## config.mk

```make
export PLATFORM = sky130hd
export DESIGN_NAME = sim_result_monitor_flat
export DESIGN_NICKNAME = d
export VERILOG_FILES = /design/src/rtl/sim_result_monitor_if.sv /design/src/rtl/sim_result_monitor.sv /design/src/flat_wrapper.sv
export SDC_FILE = /design/constraint.sdc
export NUM_CORES = 1
export LEC_CHECK = 0
export ABC_AREA = 1
export CELL_PAD_IN_SITES_DETAIL_PLACEMENT = 1
export CELL_PAD_IN_SITES_GLOBAL_PLACEMENT = 2
export CORE_ASPECT_RATIO = 0.75
export CORE_MARGIN = 10
export CORE_UTILIZATION = 26
export CTS_CLUSTER_SIZE = 20
export DETAILED_ROUTE_END_ITERATION = 10
export GPL_TIMING_DRIVEN = 0
export PLACE_DENSITY = 0.85
export SLEW_MARGIN = 40
export SYNTH_ARGS = -nofsm -noshare
export SYNTH_HDL_FRONTEND = slang
export SYNTH_SLANG_ARGS = --single-unit
```

## constraint.sdc

```tcl
create_clock -name clk -period 2.1 [get_ports clk]
set_input_delay 0.42 -clock clk [delete_from_list [all_inputs] [get_ports clk]]
set_output_delay 0.42 -clock clk [all_outputs]
set_load 0.02 [all_outputs]
```

## src/rtl/sim_result_monitor_if.sv

```systemverilog
// Data-memory store bus and pc of the RV32I core, as observed by the end-of-test monitor.
// The core (or a bench standing in for it) drives the master side; the monitor only listens.
interface sim_result_monitor_if;
    logic        memwrite;
    logic [31:0] dataadr;
    logic [31:0] writedata;
    logic [31:0] pc;

    modport master (output memwrite, output dataadr, output writedata, output pc);
    modport slave  (input  memwrite, input  dataadr, input  writedata, input  pc);
endinterface

```

## src/rtl/sim_result_monitor.sv

```systemverilog
// End-of-test monitor: watches core stores and pc, latches a sticky PASS/FAIL/TIMEOUT verdict
// and keeps saturating store/cycle counters plus the last store seen while running.
module sim_result_monitor #(
    parameter logic [31:0] PASS_ADDR   = 32'd84,
    parameter logic [31:0] PASS_DATA   = 32'd7,
    parameter int unsigned TIMEOUT_CYC = 1024,
    parameter int unsigned STALL_LIMIT = 16,
    parameter int unsigned CNT_W       = 16
) (
    input  logic                     clk,
    input  logic                     reset,
    sim_result_monitor_if.slave      bus,
    output logic [1:0]               state,
    output logic                     done,
    output logic [1:0]               fail_code,
    output logic [CNT_W-1:0]         store_cnt,
    output logic [CNT_W-1:0]         cycle_cnt,
    output logic [31:0]              last_st_pc,
    output logic [31:0]              last_st_data
);

    typedef enum logic [1:0] {
        ST_RUN     = 2'b00,
        ST_PASS    = 2'b01,
        ST_FAIL    = 2'b10,
        ST_TIMEOUT = 2'b11
    } mon_state_e;

    localparam logic [1:0] FC_NONE  = 2'b00;
    localparam logic [1:0] FC_SIG   = 2'b01;
    localparam logic [1:0] FC_STALL = 2'b10;

    localparam int unsigned   STALL_W      = (STALL_LIMIT > 2) ? $clog2(STALL_LIMIT) : 1;
    localparam logic [STALL_W-1:0] STALL_HIT = STALL_W'(STALL_LIMIT - 2);
    localparam logic [CNT_W-1:0]   CNT_MAX   = '1;
    localparam logic [CNT_W-1:0]   TIMEOUT_LAST = CNT_W'(TIMEOUT_CYC - 1);

    // Illegal parameterisations stop elaboration rather than silently misbehaving.
    if (64'(TIMEOUT_CYC) > (64'd1 << CNT_W)) begin : g_bad_timeout
        $error("sim_result_monitor: TIMEOUT_CYC exceeds 2**CNT_W");
    end
    if (TIMEOUT_CYC < 2 || STALL_LIMIT < 2) begin : g_bad_limits
        $error("sim_result_monitor: TIMEOUT_CYC and STALL_LIMIT must be >= 2");
    end

    mon_state_e          state_q, state_d;
    logic [1:0]          fail_code_q, fail_code_d;
    logic [CNT_W-1:0]    store_cnt_q, cycle_cnt_q;
    logic [31:0]         last_st_pc_q, last_st_data_q;
    logic [31:0]         pc_shadow_q;
    logic [STALL_W-1:0]  stall_cnt_q;

    logic in_run, sig_store, sig_ok, pc_same, stall_hit, timeout_hit;

    assign in_run      = (state_q == ST_RUN);
    assign sig_store   = bus.memwrite && (bus.dataadr == PASS_ADDR);
    assign sig_ok      = (bus.writedata == PASS_DATA);
    assign pc_same     = (bus.pc == pc_shadow_q);
    // This edge's increment would bring the repeat count to STALL_LIMIT-1.
    assign stall_hit   = pc_same && (stall_cnt_q == STALL_HIT);
    assign timeout_hit = (cycle_cnt_q == TIMEOUT_LAST);

    always_ff @(posedge clk or negedge reset) begin
        if (!reset) begin
            state_q     <= ST_RUN;
            fail_code_q <= FC_NONE;
        end else begin
            state_q     <= state_d;
            fail_code_q <= fail_code_d;
        end
    end

    // Verdict priority: signature store, then pc stall, then timeout. Verdicts are terminal.
    always_comb begin
        state_d     = state_q;
        fail_code_d = fail_code_q;
        if (in_run) begin
            if (sig_store) begin
                state_d     = sig_ok ? ST_PASS : ST_FAIL;
                fail_code_d = sig_ok ? FC_NONE : FC_SIG;
            end else if (stall_hit) begin
                state_d     = ST_FAIL;
                fail_code_d = FC_STALL;
            end else if (timeout_hit) begin
                state_d     = ST_TIMEOUT;
            end
        end
    end

    // The verdict cycle itself is still a RUN cycle, so it is counted and captured.
    always_ff @(posedge clk or negedge reset) begin
        if (!reset) begin
            store_cnt_q    <= '0;
            cycle_cnt_q    <= '0;
            last_st_pc_q   <= '0;
            last_st_data_q <= '0;
            pc_shadow_q    <= '0;
            stall_cnt_q    <= '0;
        end else if (in_run) begin
            cycle_cnt_q <= (cycle_cnt_q == CNT_MAX) ? cycle_cnt_q : cycle_cnt_q + 1'b1;
            pc_shadow_q <= bus.pc;
            stall_cnt_q <= pc_same ? stall_cnt_q + 1'b1 : '0;
            if (bus.memwrite) begin
                store_cnt_q    <= (store_cnt_q == CNT_MAX) ? store_cnt_q : store_cnt_q + 1'b1;
                last_st_pc_q   <= bus.pc;
                last_st_data_q <= bus.writedata;
            end
        end
    end

    assign state        = state_q;
    assign done         = !in_run;
    assign fail_code    = fail_code_q;
    assign store_cnt    = store_cnt_q;
    assign cycle_cnt    = cycle_cnt_q;
    assign last_st_pc   = last_st_pc_q;
    assign last_st_data = last_st_data_q;

endmodule

```

## src/flat_wrapper.sv

```systemverilog
// flat-port wrapper written by rule: the top's interface ports become plain ports
module sim_result_monitor_flat 
#(
    parameter logic [31:0] PASS_ADDR   = 32'd84,
    parameter logic [31:0] PASS_DATA   = 32'd7,
    parameter int unsigned TIMEOUT_CYC = 1024,
    parameter int unsigned STALL_LIMIT = 16,
    parameter int unsigned CNT_W       = 16
)
  (clk, reset, state, done, fail_code, store_cnt, cycle_cnt, last_st_pc, last_st_data, bus_memwrite, bus_dataadr, bus_writedata, bus_pc);
  sim_result_monitor_if bus_i ();
  input  logic clk;
  input  logic reset;
  output logic [1:0] state;
  output logic done;
  output logic [1:0] fail_code;
  output logic [CNT_W-1:0] store_cnt;
  output logic [CNT_W-1:0] cycle_cnt;
  output logic [31:0] last_st_pc;
  output logic [31:0] last_st_data;
  input wire logic [$bits(bus_i.memwrite)-1:0] bus_memwrite;
  input wire logic [$bits(bus_i.dataadr)-1:0] bus_dataadr;
  input wire logic [$bits(bus_i.writedata)-1:0] bus_writedata;
  input wire logic [$bits(bus_i.pc)-1:0] bus_pc;
  assign bus_i.memwrite = bus_memwrite;
  assign bus_i.dataadr = bus_dataadr;
  assign bus_i.writedata = bus_writedata;
  assign bus_i.pc = bus_pc;
  sim_result_monitor #(.PASS_ADDR(PASS_ADDR), .PASS_DATA(PASS_DATA), .TIMEOUT_CYC(TIMEOUT_CYC), .STALL_LIMIT(STALL_LIMIT), .CNT_W(CNT_W)) u_core (.clk(clk), .reset(reset), .bus(bus_i), .state(state), .done(done), .fail_code(fail_code), .store_cnt(store_cnt), .cycle_cnt(cycle_cnt), .last_st_pc(last_st_pc), .last_st_data(last_st_data));
endmodule
```

Yosys cells after proc, flatten, opt, wreduce, memory -nomap -nowiden --
Cells that the tools add are included.
Cells by class: $add $sub $neg 3, bitwise operators 2, equality and inequality tests 7, reduce and logical (&&, ||, !) cells 11, mux-type cells 8
Operators with widths (number):
- $add 16x1->16 const B | 2
- $eq 16x16->1 const B | 2
- $eq 32x3->1 const B | 1
- $eq 32x32->1 | 1
- $eq 32x7->1 const B | 1
- $eq 16x10->1 const B | 1
- $mux 2 | 6
- $reduce_and 2->1 | 4
- $add 4x1->4 const B | 1
- $eq 4x4->1 const B | 1
- $mux 4 | 1
- $reduce_and 3->1 | 1
- $reduce_bool 3->1 | 1
- $logic_and 1x1->1 | 2
- $logic_not 2->1 | 1
- $not 1->1 | 2
- $reduce_bool 2->1 | 1
- $logic_not 1->1 | 1
- $mux 1 | 1
Word-level totals: output and inout port bits 101, input bits 99, flip-flop bits (word level) 136, logic and storage cells 39

Depth between registers and ports, before layout --
Gate-level depths: netlist of the first run.
depth after elaboration 4, depth in mapped cells 12, gate-level depth less buffers 12

Worst setup path after synthesis of the first run --
No wires, ideal clock.
path type register to register, from register u_core.cycle_cnt_q[1], in the netlist u_core.cycle_cnt[1], to register u_core.cycle_cnt_q[14], in the netlist u_core.cycle_cnt[14], data arrival time 1.602 ns, setup slack 0.366 ns, period minus slack after synthesis 1.734 ns, library setup time 0.133 ns, required time 1.967 ns, stages on the path, launching flop included 10, path buffers 0, cell sequence dfrtp_1 ha_1 nand3_1 nor2_1 nand3_1 nand2_2 inv_1 nand2_1 nor3_1 xor2_1
On the way: longest elaborated chain between the ends 3, elaborated cells between the ends (all ways) 4, classes of those cells add/sub: 1; eq/ne: 1; bitwise: 1; reduce/logical: 1
RTL lines:
- start: declaration | line sim_result_monitor.sv:48 | logic [CNT_W-1:0] store_cnt_q, cycle_cnt_q;
- start signal: assignment | line sim_result_monitor.sv:100 | cycle_cnt_q <= (cycle_cnt_q == CNT_MAX) ? cycle_cnt_q : cycle_cnt_q + 1'b1;
- parallel branches: the longest is 3 deep, another holds $add 16x1->16
Several ways; the timed one is not identified. A chain may end at the register's enable or synchronous reset.

Worst setup path after layout of the first run --
from register u_core.state_q[0], in the netlist u_core.state[0], to output done
On the way: longest elaborated chain between the ends 2
RTL lines:
- start: declaration | line sim_result_monitor.sv:46 | mon_state_e state_q, state_d;
- start signal: assignment | line sim_result_monitor.sv:68 | state_q <= state_d;
- $logic_not 2->1 | line sim_result_monitor.sv:55 | assign in_run = (state_q == ST_RUN);
- $logic_not 1->1 | line sim_result_monitor.sv:112 | assign done = !in_run;
- end: declaration | line flat_wrapper.sv:15 | output logic done;
No other way between the ends.

==> insert_results.sql, run 1 <==
INSERT INTO impl_metrics (metric_group, metric, value, unit) VALUES
('run_status', 'status', 'complete, no violations', ''),
('setup_path', 'criticalPathCategory', 'register to output pin', ''),
('global_route', 'largest_net_degree_at_the_start_of_global_routing', '66', ''),
('synthesis', 'synth_seq_cells', '136', ''),
('clocking', 'clock_sinks', '136', ''),
('placed_design', 'dpl_cell_area', '0.00859', 'sq mm'),
('clocking', 'max-clock-path-buffers', '2', ''),
('final_layout', 'synthToLayoutAreaGrowth', '49.5', '%'),
('setup_path', 'timing.critical_path.arrival', '1.58', 'ns'),
('setup_path', 'cp_slowest_cell', 'sky130_fd_sc_hd__dfrtp_1', ''),
('clocking', 'clk_root_buffer_cell', 'sky130_fd_sc_hd__clkbuf_16', ''),
('synthesis', 'syn_inst', '729', ''),
('global_route', 'grt.total_usage', '0.138', ''),
('synthesis', 'prevailing_post_synth_register_cell', 'sky130_fd_sc_hd__dfrtp_1', ''),
('synthesis', 'synthAdderAreaFrac', '0.00812', ''),
('sta', 'maxClockFrequency', '500', 'MHz'),
('synthesis', 'ys_warn_count', '0', ''),
('synthesis', 'post_synth_mux_area_share', '0', ''),
('clocking', 'cts.htree.levels', '4', ''),
('synthesis', 'seq_area_frac_synth', '0.552', ''),
('setup_path', 'critical-path-top-delay-family', 'buffers and inverters', ''),
('die', 'dieHeight', '153', 'um'),
('clocking', 'cts.clk_slew.worst_paths', '0.06', 'ns'),
('synthesis', 'synth_cell_types', '26', ''),
('detailed_routing', 'post_drt_wl_per_cell', '16.5', 'um'),
('clocking', 'clock_insertion_delay_worst_skew', '0.42', 'ns'),
('detailed_routing', 'totalWireLength', '20.9', 'mm'),
('setup_path', 'timing.critical_path.from_type', 'register', ''),
('sta', 'rsz0062_at_grt', 'no', ''),
('synthesis', 'share_of_synthesized_cell_area_in_and_or_nand_and_nor_gates', '0.259', ''),
('detailed_routing', 'vias_per_cell', '4.26', ''),
('synthesis', 'mappedNetlistNets', '832', ''),
('sta', 'worst_slew_pin_slew', '0.564', 'ns'),
('sta', 'timing.setup.tns', '0', 'ns'),
('synthesis', 'mappedNetlistArea', '0.00616', 'sq mm'),
('synthesis', 'synth_async_sr_flop_share', '1.00', ''),
('detailed_routing', 'vias', '5386', ''),
('final_layout', 'final_net_count', '1055', ''),
('sta', 'slew-limit-headroom', '0.624', ''),
('placed_design', 'port_buffers', '199', ''),
('sta', 'period_minus_slack', '2.00', 'ns'),
('global_route', 'number_of_antenna_violations_at_the_first_check_in_global_routing', '0', ''),
('die', 'rows', '48', ''),
('run', 'cap_viol_max_count', '0', ''),
('synthesis', 'share_of_the_synthesized_area_in_compound_gates_ao_oa_aoi_oai', '0.0467', ''),
('pwr', 'leakagePower', '4.28', 'nW'),
('sta', 'final_hold_viol_count', '0', ''),
('pwr', 'highest_ir_drop_seen_on_vdd', '0.450', 'mV'),
('final_layout', 'mostFrequentLayoutCell', 'sky130_fd_sc_hd__nand2_1', ''),
('setup_path', 'critical_path_peak_fanout', '18', ''),
('global_route', 'first_global_vias', '5804', ''),
('final_layout', 'antenna_cells', '0', ''),
('synthesis', 'largest_family_of_logic_cells_by_synthesized_area', 'simple AND/OR/NAND/NOR gates', ''),
('pwr', 'design_power_total', '6.42', 'mW'),
('sta', 'clock-skew-final', '0.0104', 'ns'),
('placed_design', 'gpl.final_weighted_congestion', '0.779', ''),
('setup_path', 'delay_of_the_slowest_critical_path_stage', '0.42', 'ns'),
('die', 'die_area', '0.0303', 'sq mm'),
('global_route', 'grt_first_pass_wirelength', '33.0', 'mm'),
('detailed_routing', 'postRouteAntennaNets', '0', ''),
('setup_path', 'cp_data_required_time', '1.68', 'ns'),
('synthesis', 'synth_area_per_cell', '8.45', 'sq um'),
('die', 'ios', '200', ''),
('sta', 'timing.final.setup_violations', '0', ''),
('detailed_routing', 'drcViolationCount', '0', ''),
('clocking', 'tritoncts', 'yes', ''),
('global_route', 'grt_overflow_total', '0', ''),
('die', 'placeableCoreArea', '0.0232', 'sq mm'),
('detailed_routing', 'first_pass_iters', '5', ''),
('sta', 'timing_max_transition_violations_final', '0', ''),
('hold_path', 'min_path_type', 'input pin to async pin', '');
Yosys cell counts (all sizes together) (4+ instances only):
| master | count | share of area |
|---|---|---|
| dfrtp | 136 | 0.55 |
| xnor2 | 33 | 0.047 |
| nand3 | 18 | 0.015 |
| nand2 | 284 | 0.17 |
| nor2 | 50 | 0.036 |
| clkbuf | 10 | 0.0061 |
| xor2 | 20 | 0.028 |
| inv | 75 | 0.046 |
| nand4 | 18 | 0.018 |
| o21ai | 56 | 0.045 |
| nor3 | 10 | 0.011 |
| buf | 10 | 0.0073 |
| ha | 4 | 0.0081 |
stage by stage:
step | std cells | utilization | hold slack [ns]
6_report | 1265 | 0.397 | 0.426
2_1_floorplan | 729 | - | 0.124
3_3_place_gp | 1228 | 0.368 | 0.453
5_1_grt | 1265 | 0.397 | 0.426
3_5_place_dp | 1230 | 0.371 | 0.263
4_1_cts | 1262 | 0.396 | 0.408
final timing paths:
kind,start,end,slack [ns],depth (start not counted)
min in group clk,u_core.last_st_data[2],u_core.last_st_data[2],0.47,2
max in group asynchronous,reset,u_core.pc_shadow_q[11],0.78,4
max,u_core.state[0],done,0.1,3
max reg2reg,u_core.state[0],u_core.pc_shadow_q[30],0.23,5
min,reset,u_core.last_st_data[15],0.43,2
min reg2reg,u_core.last_st_data[2],u_core.last_st_data[2],0.47,2
state kept, by name, indices dropped and copies added (netlist names):
name                 cells
u_core.cycle_cnt        16
u_core.fail_code         2
u_core.last_st_data     32
u_core.last_st_pc       32
u_core.pc_shadow_q      32
u_core.stall_cnt_q       4
u_core.state             2
u_core.store_cnt        16
per-layer routing:
| layer | wire [um] | global-route usage |
|---|---|---|
| met5 | 0 | 0 |
| met4 | 116 | 0.0241 |
| met3 | 1190 | 0.0439 |
| met2 | 9340 | 0.215 |
| met1 | 10200 | 0.184 |
worst reg2reg max path, delay by kind of cell, from the launching register on:
family	cells	cell delay, ns
DFF	1	0.42
and+or+nand+nor	3	0.43
buffers and inverters	2	0.96
power breakdown:
part / internal [mW] / leakage, nW / switching [mW]
logic: 0.333 / 2.36 / 0.302
registers: 2.68 / 1.63 / 0.0361
clock network: 1.79 / 0.289 / 1.29
total: 4.80 / 4.28 / 1.62
logic make-up (layout without fill, tap and decap cells):
logic type	Yosys count	count (layout)
DFF	136	136
AOI/OAI and AO/OA	57	57
xor gates and xnor gates	53	53
adders and majority gates	4	4
and+or+nand+nor	384	384
buffers and inverters	95	331
repair_timing:
| item | CTS | global route |
|---|---|---|
| buffers inserted | 0 | 3 |
| gates resized for setup | 2 | 0 |
| endpoints found under the setup margin | 1 | 4 |
| endpoints found under the hold margin | 21 | 0 |
| hold buffers | 1 | 0 |
| pin swaps | 0 | 1 |
layout make-up:
type	count	area, sq um
Buffer	19	78.8
Clock buffer	18	429
Clock inverter	14	163
Fill cell	2729	14000
Inverter	75	284
Multi-Input combinational cell	498	2400
Sequential cell	136	3400
Tap cell	300	375
Timing Repair Buffer	205	2080
Power figures use the tool's default switching activity.
==> run 2: changes to the inputs <==
CORE_ASPECT_RATIO = 1.5   (was 0.75)
SLEW_MARGIN = not set   (was 40)
==> run 2 against run 1 <==
  * The flow now finishes with violations (negative hold slack)
  * Register-to-register slack improved by 0.02 ns
  * Count of clock-buffer cells in the layout fell by 1
  * Sequential power barely moved
  * Sequential cell count did not move
  * Via count rose by 1.2%
  * Critical endpoint unchanged
  * Largest cell class unchanged
  * Largest power group unchanged
==> insert_results.sql, run 2 (synthesis results as in run 1) <==
INSERT INTO impl_metrics (metric_group, metric, value, unit) VALUES
('sta', 'hold_slack', '-0.0247', 'ns'),
('final_layout', 'layout.core_utilization', '0.391', ''),
('pwr', 'pwr_density_cell', '702', 'mW/mm^2'),
('placed_design', 'place_ws', '-0.233', 'ns'),
('die', 'placeableCoreArea', '0.0236', 'sq mm'),
('pwr', 'highest_ir_drop_seen_on_vdd', '0.514', 'mV'),
('placed_design', 'port_buffers', '199', ''),
('clocking', 'clock_insertion_delay_worst_skew', '0.42', 'ns'),
('clocking', 'cts_hold_buf', '0', ''),
('final_layout', 'layout.cells.most_common_list', '282 x sky130_fd_sc_hd__nand2_1, 197 x sky130_fd_sc_hd__clkdlybuf4s50_1, 136 x sky130_fd_sc_hd__dfrtp_1, 71 x sky130_fd_sc_hd__inv_1, 52 x sky130_fd_sc_hd__o21ai_0', ''),
('final_layout', 'layout.filler_cells', '2779', ''),
('sta', 'rsz0062_at_grt', 'yes', ''),
('sta', 'final_hold_viol_count', '5', ''),
('detailed_routing', 'drtIter0Drc', '179', ''),
('final_layout', 'final_net_count', '1052', ''),
('clocking', 'cts_made_buffers', '17', ''),
('global_route', 'largest_net_degree_at_the_start_of_global_routing', '76', ''),
('sta', 'post-route-period-util', '0.956', ''),
('die', 'rows', '69', ''),
('global_route', 'number_of_antenna_violations_at_the_first_check_in_global_routing', '1', ''),
('sta', 'worst_slew_pin_slew', '0.645', 'ns'),
('global_route', 'first_global_vias', '6092', ''),
('final_layout', 'mostFrequentLayoutCell', 'sky130_fd_sc_hd__nand2_1', ''),
('final_layout', 'synthToLayoutAreaGrowth', '49.6', '%'),
('setup_path', 'cp_data_required_time', '1.68', 'ns'),
('placed_design', 'detailedPlacementHpwl', '15.8', 'mm'),
('sta', 'maxClockFrequency', '498', 'MHz'),
('setup_path', 'timing.critical_path.from_type', 'register', ''),
('clocking', 'cts.htree.levels', '4', ''),
('sta', 'final.setup.worst_slack', '0.0926', 'ns'),
('detailed_routing', 'post_drt_wl_per_cell', '15.9', 'um'),
('setup_path', 'timing.critical_path.to_type', 'output pin', ''),
('sta', 'clock-skew-final', '0.00751', 'ns'),
('global_route', 'grt_first_pass_wirelength', '32.8', 'mm'),
('die', 'ios', '200', ''),
('final_layout', 'antenna_cells', '0', ''),
('hold_path', 'min_path_type', 'input pin to async pin', ''),
('die', 'die-width', '146', 'um'),
('die', 'floorplan.initialDensity', '0.262', ''),
('setup_path', 'timing.critical_path.arrival', '1.59', 'ns'),
('detailed_routing', 'drcViolationCount', '0', ''),
('clocking', 'cts.clk_slew.worst_paths', '0.06', 'ns'),
('sta', 'timing.final.setup_violations', '0', ''),
('sta', 'period_minus_slack', '2.01', 'ns'),
('setup_path', 'critical_path_peak_fanout', '10', ''),
('clocking', 'clock_sinks', '136', ''),
('die', 'die_area', '0.0304', 'sq mm'),
('setup_path', 'criticalPathCategory', 'register to output pin', ''),
('detailed_routing', 'totalWireLength', '20.3', 'mm'),
('run_status', 'status', 'complete, but fails checks', ''),
('clocking', 'tritoncts', 'yes', ''),
('die', 'dieHeight', '209', 'um'),
('sta', 'timing_max_transition_violations_final', '0', ''),
('run', 'cap_viol_max_count', '0', ''),
('final_layout', 'drive_above_1_share', '0.0603', ''),
('sta', 'slew-limit-headroom', '0.570', ''),
('clocking', 'max-clock-path-buffers', '2', ''),
('global_route', 'grt_overflow_total', '0', ''),
('detailed_routing', 'vias', '5450', ''),
('run_status', 'violations', 'negative hold slack', ''),
('global_route', 'grt.total_usage', '0.136', ''),
('detailed_routing', 'vias_per_cell', '4.25', ''),
('pwr', 'leakagePower', '4.27', 'nW'),
('clocking', 'clk_root_buffer_cell', 'sky130_fd_sc_hd__clkbuf_16', ''),
('detailed_routing', 'postRouteAntennaNets', '0', ''),
('placed_design', 'gpl.final_weighted_congestion', '0.769', ''),
('detailed_routing', 'first_pass_iters', '4', '');
-- run 2: worst paths after layout --
path                                 startpoint                     end  slack, ns  cells past startpoint
setup / recovery                u_core.state[0]                    done       0.09                      4
hold / removal                            reset  u_core.pc_shadow_q[21]      -0.02                      1
setup reg to reg                u_core.state[0]  u_core.pc_shadow_q[11]       0.25                      6
hold reg to reg            u_core.last_st_pc[4]    u_core.last_st_pc[4]       0.47                      2
max in group asynchronous                 reset     u_core.store_cnt[0]       1.31                      2
min in group clk           u_core.last_st_pc[4]    u_core.last_st_pc[4]       0.47                      2
-- run 2: repair_timing --
item                                    CTS  global route
pin swaps                                 1             0
setup buffers                             1             0
gates resized for setup                   6             3
endpoints found under the hold margin     0             0
endpoints found under the setup margin    1             3
-- run 2: critical path, stage by stage (launching register included) --
cell                              delay (ns)
sky130_fd_sc_hd__dfrtp_1                0.41
sky130_fd_sc_hd__nor2_4                 0.07
sky130_fd_sc_hd__inv_2                  0.19
sky130_fd_sc_hd__clkbuf_8               0.22
sky130_fd_sc_hd__clkdlybuf4s15_2        0.27
-- run 2: through the flow --
stage | TNS, ns | power, mW | cells | cell area (sq um)
floorplan | 0 | 2.95 | 729 | 6160
global placement | -745.99 | 3.39 | 1247 | 8550
detailed placement | -1.49 | 3.40 | 1248 | 8580
CTS | 0 | 6.59 | 1281 | 9210
global route | -0.0163 | 6.75 | 1281 | 9220
finish | 0 | 6.47 | 1281 | 9220
-- run 2: report_power, final --
group	switching, mW	internal, mW
clock	1.16	1.97
combinational	0.299	0.325
sequential	0.0332	2.68
total	1.49	4.98
-- run 2: final cells by class --
cell class                      instances  area, sq um  area share
Clock buffer                           17          425      0.0461
Clock inverter                         15          184      0.0200
Sequential cell                       136         3400       0.369
Multi-Input combinational cell        498         2400       0.261
Tap cell                              319          399      0.0433
Timing Repair Buffer                  201         2030       0.220
Buffer                                 20         92.6      0.0100
Inverter                               75          282      0.0305
-- run 2: per-layer routing --
layer,wire [um],global-route usage,up-vias
met2,11100,0.249,116
met3,944,0.0391,14
met1,8030,0.146,2630
met5,18,0,-
met4,279,0.0462,2
li1,-,-,2688
